**config.mk**
```make
export PLATFORM = sky130hd
export DESIGN_NAME = dmem_arbiter
export DESIGN_NICKNAME = d
export VERILOG_FILES = /design/src/rtl/dmem_arbiter.sv
export SDC_FILE = /design/constraint.sdc
export NUM_CORES = 1
export LEC_CHECK = 0
export CAP_MARGIN = 25
export CORE_UTILIZATION = 25
export CTS_CLUSTER_DIAMETER = 40
export DETAILED_ROUTE_END_ITERATION = 7
export SETUP_SLACK_MARGIN = 0.15
export SLEW_MARGIN = 15
export SYNTH_ARGS = -nofsm -noshare
export SYNTH_HDL_FRONTEND = slang
export SYNTH_SLANG_ARGS = --single-unit
```
**constraint.sdc**
```tcl
create_clock -name clk -period 9.8 [get_ports clk]
set_clock_uncertainty 0.15 [all_clocks]
set_input_delay 2.94 -clock clk [delete_from_list [all_inputs] [get_ports clk]]
set_output_delay 2.94 -clock clk [all_outputs]
set_load 0.01 [all_outputs]
```
**src/rtl/dmem_arbiter.sv**
```systemverilog
// Two-port arbiter and sequencer for the single-ported data memory.
// Each transaction runs IDLE -> ACCESS -> RESP; faulty addresses never reach memory.
module dmem_arbiter #(
    parameter int unsigned ADDR_W         = 32,
    parameter int unsigned DATA_W         = 32,
    parameter int unsigned MEM_WORDS      = 32,
    parameter int unsigned FIXED_PRIORITY = 0
) (
    input  logic              clk,
    input  logic              rst,
    input  logic              p0_req,
    input  logic              p0_we,
    input  logic [ADDR_W-1:0] p0_addr,
    input  logic [DATA_W-1:0] p0_wdata,
    output logic              p0_ack,
    output logic              p0_err,
    output logic [DATA_W-1:0] p0_rdata,
    input  logic              p1_req,
    input  logic              p1_we,
    input  logic [ADDR_W-1:0] p1_addr,
    input  logic [DATA_W-1:0] p1_wdata,
    output logic              p1_ack,
    output logic              p1_err,
    output logic [DATA_W-1:0] p1_rdata,
    output logic              mem_rd,
    output logic              mem_wr,
    output logic [ADDR_W-1:0] mem_addr,
    output logic [DATA_W-1:0] mem_wdata,
    input  logic [DATA_W-1:0] mem_rdata,
    output logic              busy
);

    localparam logic [ADDR_W:0] AddrLimit = (ADDR_W + 1)'(4 * MEM_WORDS);

    typedef enum logic [1:0] {StIdle, StAccess, StResp} state_e;

    state_e state_q;
    logic   last_grant_q;
    logic   grant_q;
    logic   we_q;
    logic   fault_q;

    logic              sel;
    logic              sel_we;
    logic [ADDR_W-1:0] sel_addr;
    logic [DATA_W-1:0] sel_wdata;
    logic              sel_fault;

    always_comb begin
        sel = p1_req;
        if (p0_req && p1_req) begin
            sel = (FIXED_PRIORITY != 0) ? 1'b0 : ~last_grant_q;
        end
        sel_we    = sel ? p1_we    : p0_we;
        sel_addr  = sel ? p1_addr  : p0_addr;
        sel_wdata = sel ? p1_wdata : p0_wdata;
        // Fault is decided at grant time; the latched request cannot change afterwards.
        sel_fault = (sel_addr[1:0] != 2'b00) || ({1'b0, sel_addr} >= AddrLimit);
    end

    assign busy = (state_q != StIdle);

    always_ff @(posedge clk or posedge rst) begin
        if (rst) begin
            state_q      <= StIdle;
            last_grant_q <= 1'b1;
            grant_q      <= 1'b0;
            we_q         <= 1'b0;
            fault_q      <= 1'b0;
            p0_ack       <= 1'b0;
            p0_err       <= 1'b0;
            p0_rdata     <= '0;
            p1_ack       <= 1'b0;
            p1_err       <= 1'b0;
            p1_rdata     <= '0;
            mem_rd       <= 1'b0;
            mem_wr       <= 1'b0;
            mem_addr     <= '0;
            mem_wdata    <= '0;
        end else begin
            case (state_q)
                StIdle: begin
                    if (p0_req || p1_req) begin
                        grant_q      <= sel;
                        last_grant_q <= sel;
                        we_q         <= sel_we;
                        fault_q      <= sel_fault;
                        // Memory strobes are registered so they are high exactly during ACCESS.
                        if (!sel_fault) begin
                            mem_addr  <= sel_addr;
                            mem_wdata <= sel_wdata;
                            mem_wr    <= sel_we;
                            mem_rd    <= ~sel_we;
                        end
                        state_q <= StAccess;
                    end
                end
                StAccess: begin
                    mem_rd <= 1'b0;
                    mem_wr <= 1'b0;
                    if (!fault_q && !we_q) begin
                        if (grant_q) begin
                            p1_rdata <= mem_rdata;
                        end else begin
                            p0_rdata <= mem_rdata;
                        end
                    end
                    p0_ack  <= ~grant_q;
                    p1_ack  <= grant_q;
                    p0_err  <= ~grant_q & fault_q;
                    p1_err  <= grant_q & fault_q;
                    state_q <= StResp;
                end
                StResp: begin
                    p0_ack  <= 1'b0;
                    p1_ack  <= 1'b0;
                    p0_err  <= 1'b0;
                    p1_err  <= 1'b0;
                    state_q <= StIdle;
                end
                default: begin
                    state_q <= StIdle;
                end
            endcase
        end
    end

endmodule

```
==> out/results.ini, run 1 <==
[synth]
synth-edff-count = 0
synth-seq-cells = 140
synth-simple-area-share_pct = 6.69
synth_area_um2 = 5850
yosys_warnings = 0
synth_nets = 561
yosys-top-cells-count = dfrtp_1 (139), mux2_2 (119), and2_1 (28)
synth_flop_cell = dfrtp_1
ys_top_cells_by_area = dfrtp_1 (59%), mux2_2 (23%), mux2_4 (5.1%)
synthDistinctLibCells = 35
synthArstFlopShare_pct = 100
synth_area_leader_cell = dfrtp_1
synth_fa_ha_area_share_pct = 0.641
synthMuxAreaShare_pct = 28.2
synth_top_family_by_area = multiplexers
synth-xor-area-share_pct = 0
synthCells = 392
syn_area_per_cell_um2 = 14.9
ys_seq_area_share_pct = 59.9
synth_compound_area_share_pct = 2.27
yosysTopAreaCellShare_pct = 59.4
yosysMostFrequentCell = dfrtp_1

[routing]
wirelength_mm = 16.8
route.detailed.drc = 0
via_count = 4360
drtIter0Drc = 163
ant_nets = 0
dr.pass1.iters = 4
wl_per_cell_um = 16.5
vias_per_cell = 4.26

[timing]
final.period_utilization_pct = 57.4
fin_tns_setup_ns = 0
period_needed_ns = 5.62
fin_ws_ns = 4.18
timing.hold.ws_ns = 0.332
hold_violations = 0
drv_slew = 0
fmax_mhz = 178
slew_headroom_pct = 46.7
rsz0062_at_grt = no
setup_viol_count_final = 0
worstMarginPinSlew_ns = 0.800

[worst_setup_path]
crit_buf_inv = 3
max_stage_delay_ns = 0.59
cp_cell_sequence = clkdlybuf4s50_1 > a21boi_4 > buf_4 > nand4b_1 > o22ai_2 > nand2_2 > buf_4 > mux2_2
crit_path_top_delay_cell = buf_4
rr_worst_depth = 7
required_ns = 9.94
rrSetupSlack_ns = 6.96
cp_max_fo = 59
worstPathArrival_ns = 5.77
worstSetupPathType = input port to flop
crit_start = p1_req
crit_end = mem_wdata[0]$_DFFE_PP0P_
critPathMostFrequentCell = buf_4
reg2reg_to = mem_wdata[0]$_DFFE_PP0P_
cp-end-kind = flop
startpoint_type = input port
reg2reg_from = last_grant_q$_DFFE_PP1P_
critPathTopFamily = buffers and inverters
cp.depth = 8

[grt]
grt-ovfl-total = 0
grt_max_degree = 80
antenna_found_initial = 0
first_global_vias = 4791
track_usage_pct = 14.3
grt_pass1_wl_mm = 26.0

[final_layout]
fin_cells = 1024
register_area_um2 = 3500
fill_cells = 2071
multiInputGateArea_um2 = 2240
n_antenna_cell = 0
fin_area_um2 = 9840
nNetsFinal = 867
fin_util_pct = 43.2
area_growth_pct = 68.0
drive_above_1_share_pct = 26.0

[pwr]
max-vdd-ir-drop_uv = 99.9
power_per_cell_area_nw_per_um2 = 183
leakagePower_nw = 4.31
p_total_mw = 1.80

[hold_path]
min_path_cells = 1
hold_path_class = flop to flop
hp-start = mem_addr[24]$_DFFE_PP0P_

[place]
io_buffer_count = 300
dp.cells = 992
pre_cts_slack_ns = 3.71
place_area_um2 = 9220
hpwlAfterDp_mm = 12.6
place_congestion = 0.766

[floorplanning]
start_util_pct = 25.7
fp.dieH_um = 155
dieArea_um2 = 24000
rows = 55
core_um2 = 22800
io_pins = 301
die_w_um = 155

[clock_network]
root_buffer = clkbuf_16
post_cts_buffers = 0
cts.htree.levels = 4
insertion_delay_ns = 0.42
cts_tree = done
clock_path_buffers = 2
cts_inserted_buffers = 17
cts_resized = 0
hold_buffers = 0
cts.sinks = 140
path_clk_slew_ns = 0.06

[outcome]
outcome = complete, no violations

[flow_run]
maxCapViolations = 0

[registers in the layout (all words and copies together), names as in the netlist, 2 cells and up]
name,cells
mem_addr,32
mem_wdata,32
p0_rdata,32
p1_rdata,32
state_q,2
[worst register-to-register path, delay by kind of cell, from the launching register on]
| family | cells | cell delay [ns] |
|---|---|---|
| AOI/OAI and AO/OA | 2 | 0.26 |
| muxes | 1 | 0.46 |
| DFF | 1 | 0.39 |
| buffers and inverters | 2 | 1.06 |
| and+or+nand+nor | 2 | 0.39 |
[area by class of cell]
cell class / count / area share, %
Multi-Input combinational cell: 225 / 22.8
Clock inverter: 15 / 1.95
Clock buffer: 17 / 4.33
Inverter: 9 / 0.394
Sequential cell: 140 / 35.6
Tap cell: 313 / 3.98
Timing Repair Buffer: 305 / 30.9
[per-layer routing]
metal	part of all wire, %	track usage, %	vias up
li1	-	-	2018
met1	38	15.4	2119
met2	52	25.8	213
met3	8.6	5.65	10
met4	1.1	4.29	0
met5	0	0	-
[cells by family after synthesis]
kind of cell,after synthesis
AOI/OAI and AO/OA,19
adders and majority gates,3
buffers and inverters,27
DFF,140
muxes,140
and+or+nand+nor,63
[how the worst min path moves through the flow]
stage                                to
2_1_floorplan          we_q$_DFFE_PP0P_
3_3_place_gp   mem_addr[11]$_DFFE_PP0P_
3_5_place_dp    mem_addr[1]$_DFFE_PP0P_
4_1_cts        mem_addr[24]$_DFFE_PP0P_
5_1_grt         mem_addr[1]$_DFFE_PP0P_
6_report       mem_addr[24]$_DFFE_PP0P_
[report_power, final]
part	leakage, nW	total [mW]	switching (mW)	internal, mW
registers	1.88	0.698	0.0452	0.653
clock network	0.305	0.677	0.287	0.391
logic	2.12	0.423	0.158	0.265
total	4.31	1.80	0.490	1.31
[placed cells by master (no fill, tap or decap), types with 2 or more instances in the layout]
cell type and n:
inv_8 4, clkbuf_16 17, nor2_1 3, dfrtp_1 139
a221o_1 2, a21oi_1 5, o21ai_0 6, nand4b_1 2
mux2_4 20, mux2_2 119, ha_1 3, buf_4 5
inv_1 8, nor2b_1 2, nand2b_1 2, bufinv_16 2
inv_6 8, clkdlybuf4s50_1 300, nand2_1 4, nor3_1 2
nand4_1 2, and2_1 28, nor4_1 12
No activity file was read; power rests on OpenSTA's default activity.
==> run 2: changes to the inputs <==
Clock period 9.8 ns to 5 ns, I/O delays scaled along.
==> out/results.ini, run 2 (synthesis results as in run 1) <==
[clock_network]
cts_inserted_buffers = 17  ; unchanged
cts_tree = done
insertion_delay_ns = 0.41  ; about the same
post_cts_buffers = 0  ; unchanged
cts_resized = 0  ; unchanged
cts.htree.levels = 4  ; unchanged
clock_path_buffers = 2  ; unchanged
path_clk_slew_ns = 0.06  ; about the same
cts.sinks = 140  ; unchanged
hold_buffers = 0  ; unchanged
root_buffer = clkbuf_16

[worst_setup_path]
cp_max_fo = 64  ; +8.5%
cp_cell_sequence = clkdlybuf4s50_1 > a21boi_4 > nand4b_1 > o22ai_2 > nand2_2 > buf_4 > mux2_2
startpoint_type = input port
max_stage_delay_ns = 0.62  ; +0.03 ns
required_ns = 5.15  ; -4.79 ns
critPathTopFamily = buffers and inverters
worstSetupPathType = input port to flop
worstPathArrival_ns = 3.86  ; -1.91 ns
crit_buf_inv = 2  ; -1
cp-end-kind = flop
crit_path_top_delay_cell = buf_4

[grt]
first_global_vias = 4662  ; -2.7%
grt-ovfl-total = 0  ; unchanged
grt_max_degree = 67  ; -16%
track_usage_pct = 14.3  ; -0.036 points
antenna_found_initial = 0  ; unchanged
grt_pass1_wl_mm = 26.1  ; +0.50%

[timing]
fmax_mhz = 270
hold_violations = 0  ; unchanged
setup_viol_count_final = 0  ; unchanged
rsz0062_at_grt = no
drv_slew = 0  ; unchanged
fin_tns_setup_ns = 0  ; unchanged
timing.hold.ws_ns = 0.332  ; +0.000245 ns
worstMarginPinSlew_ns = 0.829  ; +0.0285 ns
slew_headroom_pct = 44.8  ; -1.9 points
period_needed_ns = 3.71
final.period_utilization_pct = 74.2

[routing]
wirelength_mm = 16.7  ; -1.1%
wl_per_cell_um = 16.3  ; -1.2%
ant_nets = 0  ; unchanged
route.detailed.drc = 0  ; unchanged
vias_per_cell = 4.24  ; -0.44%
via_count = 4345  ; -0.34%
drtIter0Drc = 144  ; -12%
dr.pass1.iters = 4  ; unchanged

[final_layout]
drive_above_1_share_pct = 26.1  ; +0.10 points
final_common_cell = clkdlybuf4s50_1
area_growth_pct = 68.0  ; about the same
fin_area_um2 = 9830  ; about the same
n_antenna_cell = 0  ; unchanged
fin_util_pct = 43.2  ; about the same
most-common-layout-cells = clkdlybuf4s50_1 (300), dfrtp_1 (139), mux2_2 (119)
nNetsFinal = 868  ; +0.12%

[place]
place_area_um2 = 9250  ; +0.34%
hpwlAfterDp_mm = 12.6  ; -0.19%
place_congestion = 0.755  ; -1.5%
io_buffer_count = 300  ; unchanged

[floorplanning]
start_util_pct = 25.7  ; unchanged
rows = 55  ; unchanged
dieArea_um2 = 24000  ; unchanged
die_w_um = 155  ; unchanged
io_pins = 301  ; unchanged
core_um2 = 22800  ; unchanged
fp.dieH_um = 155  ; unchanged

[pwr]
leakagePower_nw = 4.28  ; -0.55%
p_total_mw = 3.45  ; +92%
max-vdd-ir-drop_uv = 146  ; +46%
power_per_cell_area_nw_per_um2 = 351  ; +92%

[outcome]
outcome = complete, no violations

[hold_path]
hold_path_class = flop to flop

[flow_run]
maxCapViolations = 0  ; unchanged

## run 2: power breakdown
part           switching [mW]  internal (mW)  leakage [nW]
sequential             0.0907           1.28          1.88
clock                   0.522          0.723         0.272
combinational           0.309          0.522          2.13
## run 2: layout make-up
class                   instances  area, um2
fillers                      2090      12900
clock inverters                13        131
inverters                       9       37.5
multi-input cells             225       2240
well taps                     313        392
flip-flops and latches        140       3500
repair buffers                306       3070
clock buffers                  19        453
## run 2: final timing paths
check                                          from  slack [ns]                        end  depth (start not counted)
max in group asynchronous                       rst        2.73   last_grant_q$_DFFE_PP1P_                          3
hold / removal             mem_addr[28]$_DFFE_PP0P_        0.33   mem_addr[28]$_DFFE_PP0P_                          1
hold reg to reg            mem_addr[28]$_DFFE_PP0P_        0.33   mem_addr[28]$_DFFE_PP0P_                          1
setup reg to reg             state_q[0]$_DFFE_PP0P_        2.28  mem_wdata[31]$_DFFE_PP0P_                          8
setup / recovery                             p1_req        1.29  mem_wdata[31]$_DFFE_PP0P_                          7
min in group asynchronous                       rst        1.27   p1_rdata[13]$_DFFE_PP0P_                          2
## run 2: per-stage QoR
| stage | cells | setup slack (ns) |
|---|---|---|
| floorplan | 392 | 1.60 |
| global placement | 993 | 0.936 |
| detailed placement | 993 | 0.860 |
| CTS | 1025 | 1.31 |
| global route | 1025 | 1.13 |
| finish | 1025 | 1.29 |
## run 2: per-layer routing
layer,track usage [%],vias to the layer above,share of wire [%]
met5,0,-,0
met3,4.82,14,7.5
met2,24.6,205,50
met1,16.8,2118,41
li1,-,2008,-
met4,4.38,0,1.3
==> run 3: changes to the inputs <==
Clock period 5 ns to 3.46 ns, I/O delays scaled along.
==> out/results.ini, run 3 (synthesis results as in run 1) <==
[clock_network]
post_cts_buffers = 0  ; unchanged
path_clk_slew_ns = 0.06  ; about the same
clock_path_buffers = 2  ; unchanged
cts_resized = 0  ; unchanged
cts_tree = done
insertion_delay_ns = 0.41  ; about the same
cts.sinks = 140  ; unchanged
root_buffer = clkbuf_16
hold_buffers = 0  ; unchanged
cts.htree.levels = 4  ; unchanged
cts_inserted_buffers = 17  ; unchanged

[worst_setup_path]
cp_max_fo = 6  ; -91%
critPathTopFamily = buffers and inverters
cp-end-kind = primary output
worstSetupPathType = flop to primary output
crit_path_top_delay_cell = clkdlybuf4s50_1
crit_buf_inv = 3  ; +1
max_stage_delay_ns = 0.57  ; -0.05 ns
cp_cell_sequence = inv_1 > ha_1 > inv_1 > clkdlybuf4s50_1
startpoint_type = flop
critPathMostFrequentCell = inv_1
required_ns = 2.27  ; -2.88 ns
worstPathArrival_ns = 1.87  ; -1.99 ns

[timing]
rsz0062_at_grt = no
drv_slew = 0  ; unchanged
worstMarginPinSlew_ns = 0.476  ; -0.352 ns
fmax_mhz = 327
period_needed_ns = 3.06
fin_tns_setup_ns = 0  ; unchanged
final.period_utilization_pct = 88.3
setup_viol_count_final = 0  ; unchanged
hold_violations = 0  ; unchanged
slew_headroom_pct = 68.0  ; +23 points
fin_ws_ns = 0.404  ; -0.887 ns

[pwr]
switchingPower_mw = 1.31  ; +42%
leakagePower_nw = 4.31  ; +0.74%
intPower_mw = 3.70  ; +46%
power_per_cell_area_nw_per_um2 = 506  ; +44%
p_total_mw = 5.01  ; +45%
max-vdd-ir-drop_uv = 247  ; +69%
swShare_pct = 26.1  ; -0.65 points
seqPwrFrac_pct = 39.6  ; -0.2 points
pwr-share-comb_pct = 24.2  ; about the same
power_frac_clock_pct = 36.2  ; about the same

[place]
hpwlAfterDp_mm = 12.5  ; -0.51%
place_congestion = 0.730  ; -3.3%
io_buffer_count = 300  ; unchanged
pre_cts_slack_ns = 0.116  ; -0.744 ns
dp.cells = 997  ; +0.40%

[floorplanning]
fp.dieH_um = 155  ; unchanged
io_pins = 301  ; unchanged
start_util_pct = 25.7  ; unchanged
core_um2 = 22800  ; unchanged
rows = 55  ; unchanged
dieArea_um2 = 24000  ; unchanged
die_w_um = 155  ; unchanged

[grt]
grt-ovfl-total = 0  ; unchanged
grt_max_degree = 75  ; +12%
track_usage_pct = 14.4  ; +0.13 points
grt_pass1_wl_mm = 26.4  ; +1.2%
first_global_vias = 4845  ; +3.9%
antenna_found_initial = 0  ; unchanged

[outcome]
outcome = complete, no violations

[final_layout]
area_growth_pct = 68.9
fin_cells = 1028  ; +0.29%
n_antenna_cell = 0  ; unchanged
most-common-layout-cells = clkdlybuf4s50_1 (300), dfrtp_1 (139), mux2_2 (119)
drive_above_1_share_pct = 26.3  ; +0.17 points
final_common_cell = clkdlybuf4s50_1
nNetsFinal = 872  ; +0.46%

[hold_path]
hold_path_class = flop to flop

[routing]
vias_per_cell = 4.25  ; +0.26%
ant_nets = 0  ; unchanged
wirelength_mm = 16.8  ; +1.1%
wl_per_cell_um = 16.4  ; +0.77%
dr.pass1.iters = 4  ; unchanged
drtIter0Drc = 132  ; -8.3%
route.detailed.drc = 0  ; unchanged
via_count = 4369  ; +0.55%

[flow_run]
maxCapViolations = 0  ; unchanged

## run 3: per-stage QoR
| step | util, % | instance area (um2) | hold WS (ns) |
|---|---|---|---|
| after CTS | 43.4 | 9890 | 0.342 |
| after floorplan | - | 5860 | 0.341 |
| after global routing | 43.4 | 9890 | 0.356 |
| after global placement | 40.9 | 9310 | 0.319 |
| after detailed placement | 40.9 | 9310 | 0.320 |
| final | 43.4 | 9890 | 0.334 |
## run 3: power groups by stage
| stage | Combinational (mW) | Sequential (mW) | Clock, mW |
|---|---|---|---|
| after floorplan | 0.437 | 2.07 | 0 |
| after global placement | 1.20 | 2.00 | 0 |
| after detailed placement | 1.23 | 2.01 | 0 |
| after CTS | 1.23 | 1.98 | 1.88 |
| after global routing | 1.30 | 2.01 | 1.95 |
| final | 1.21 | 1.98 | 1.81 |
## run 3: cell type report
class | count | area (um2)
repair buffers | 310 | 3130
clock buffers | 19 | 443
clock inverters | 12 | 139
flip-flops and latches | 140 | 3500
inverters | 9 | 37.5
well taps | 313 | 392
multi-input cells | 225 | 2240
fillers | 2028 | 12900
## run 3: path summary, 6_finish.rpt
kind / slack (ns) / endpoint / depth (start not counted) / from
max in group asynchronous: 1.85 / last_grant_q$_DFFE_PP1P_ / 3 / rst
min in group asynchronous: 0.95 / mem_addr[1]$_DFFE_PP0P_ / 3 / rst
worst min-delay path: 0.33 / mem_addr[28]$_DFFE_PP0P_ / 1 / mem_addr[28]$_DFFE_PP0P_
worst min register to register: 0.33 / mem_addr[28]$_DFFE_PP0P_ / 1 / mem_addr[28]$_DFFE_PP0P_
worst max register to register: 1.11 / mem_wdata[0]$_DFFE_PP0P_ / 8 / state_q[0]$_DFFE_PP0P_
worst max-delay path: 0.40 / busy / 4 / state_q[0]$_DFFE_PP0P_
## run 3: layer usage
layer	GRT usage, %	share of wire, %	up-vias
li1	-	-	2011
met1	16.3	40	2148
met2	25.5	52	203
met3	4.76	7.8	7
met4	4.57	0.79	0
met5	0	0	-
## run 3: worst reg2reg max path: stages, from the launching register on
cell	delay (ns)
dfrtp_1	0.37
inv_1	0.07
ha_1	0.26
and2_1	0.20
a32oi_1	0.23
o21ai_2	0.13
nand2_2	0.11
buf_12	0.28
mux2_2	0.44
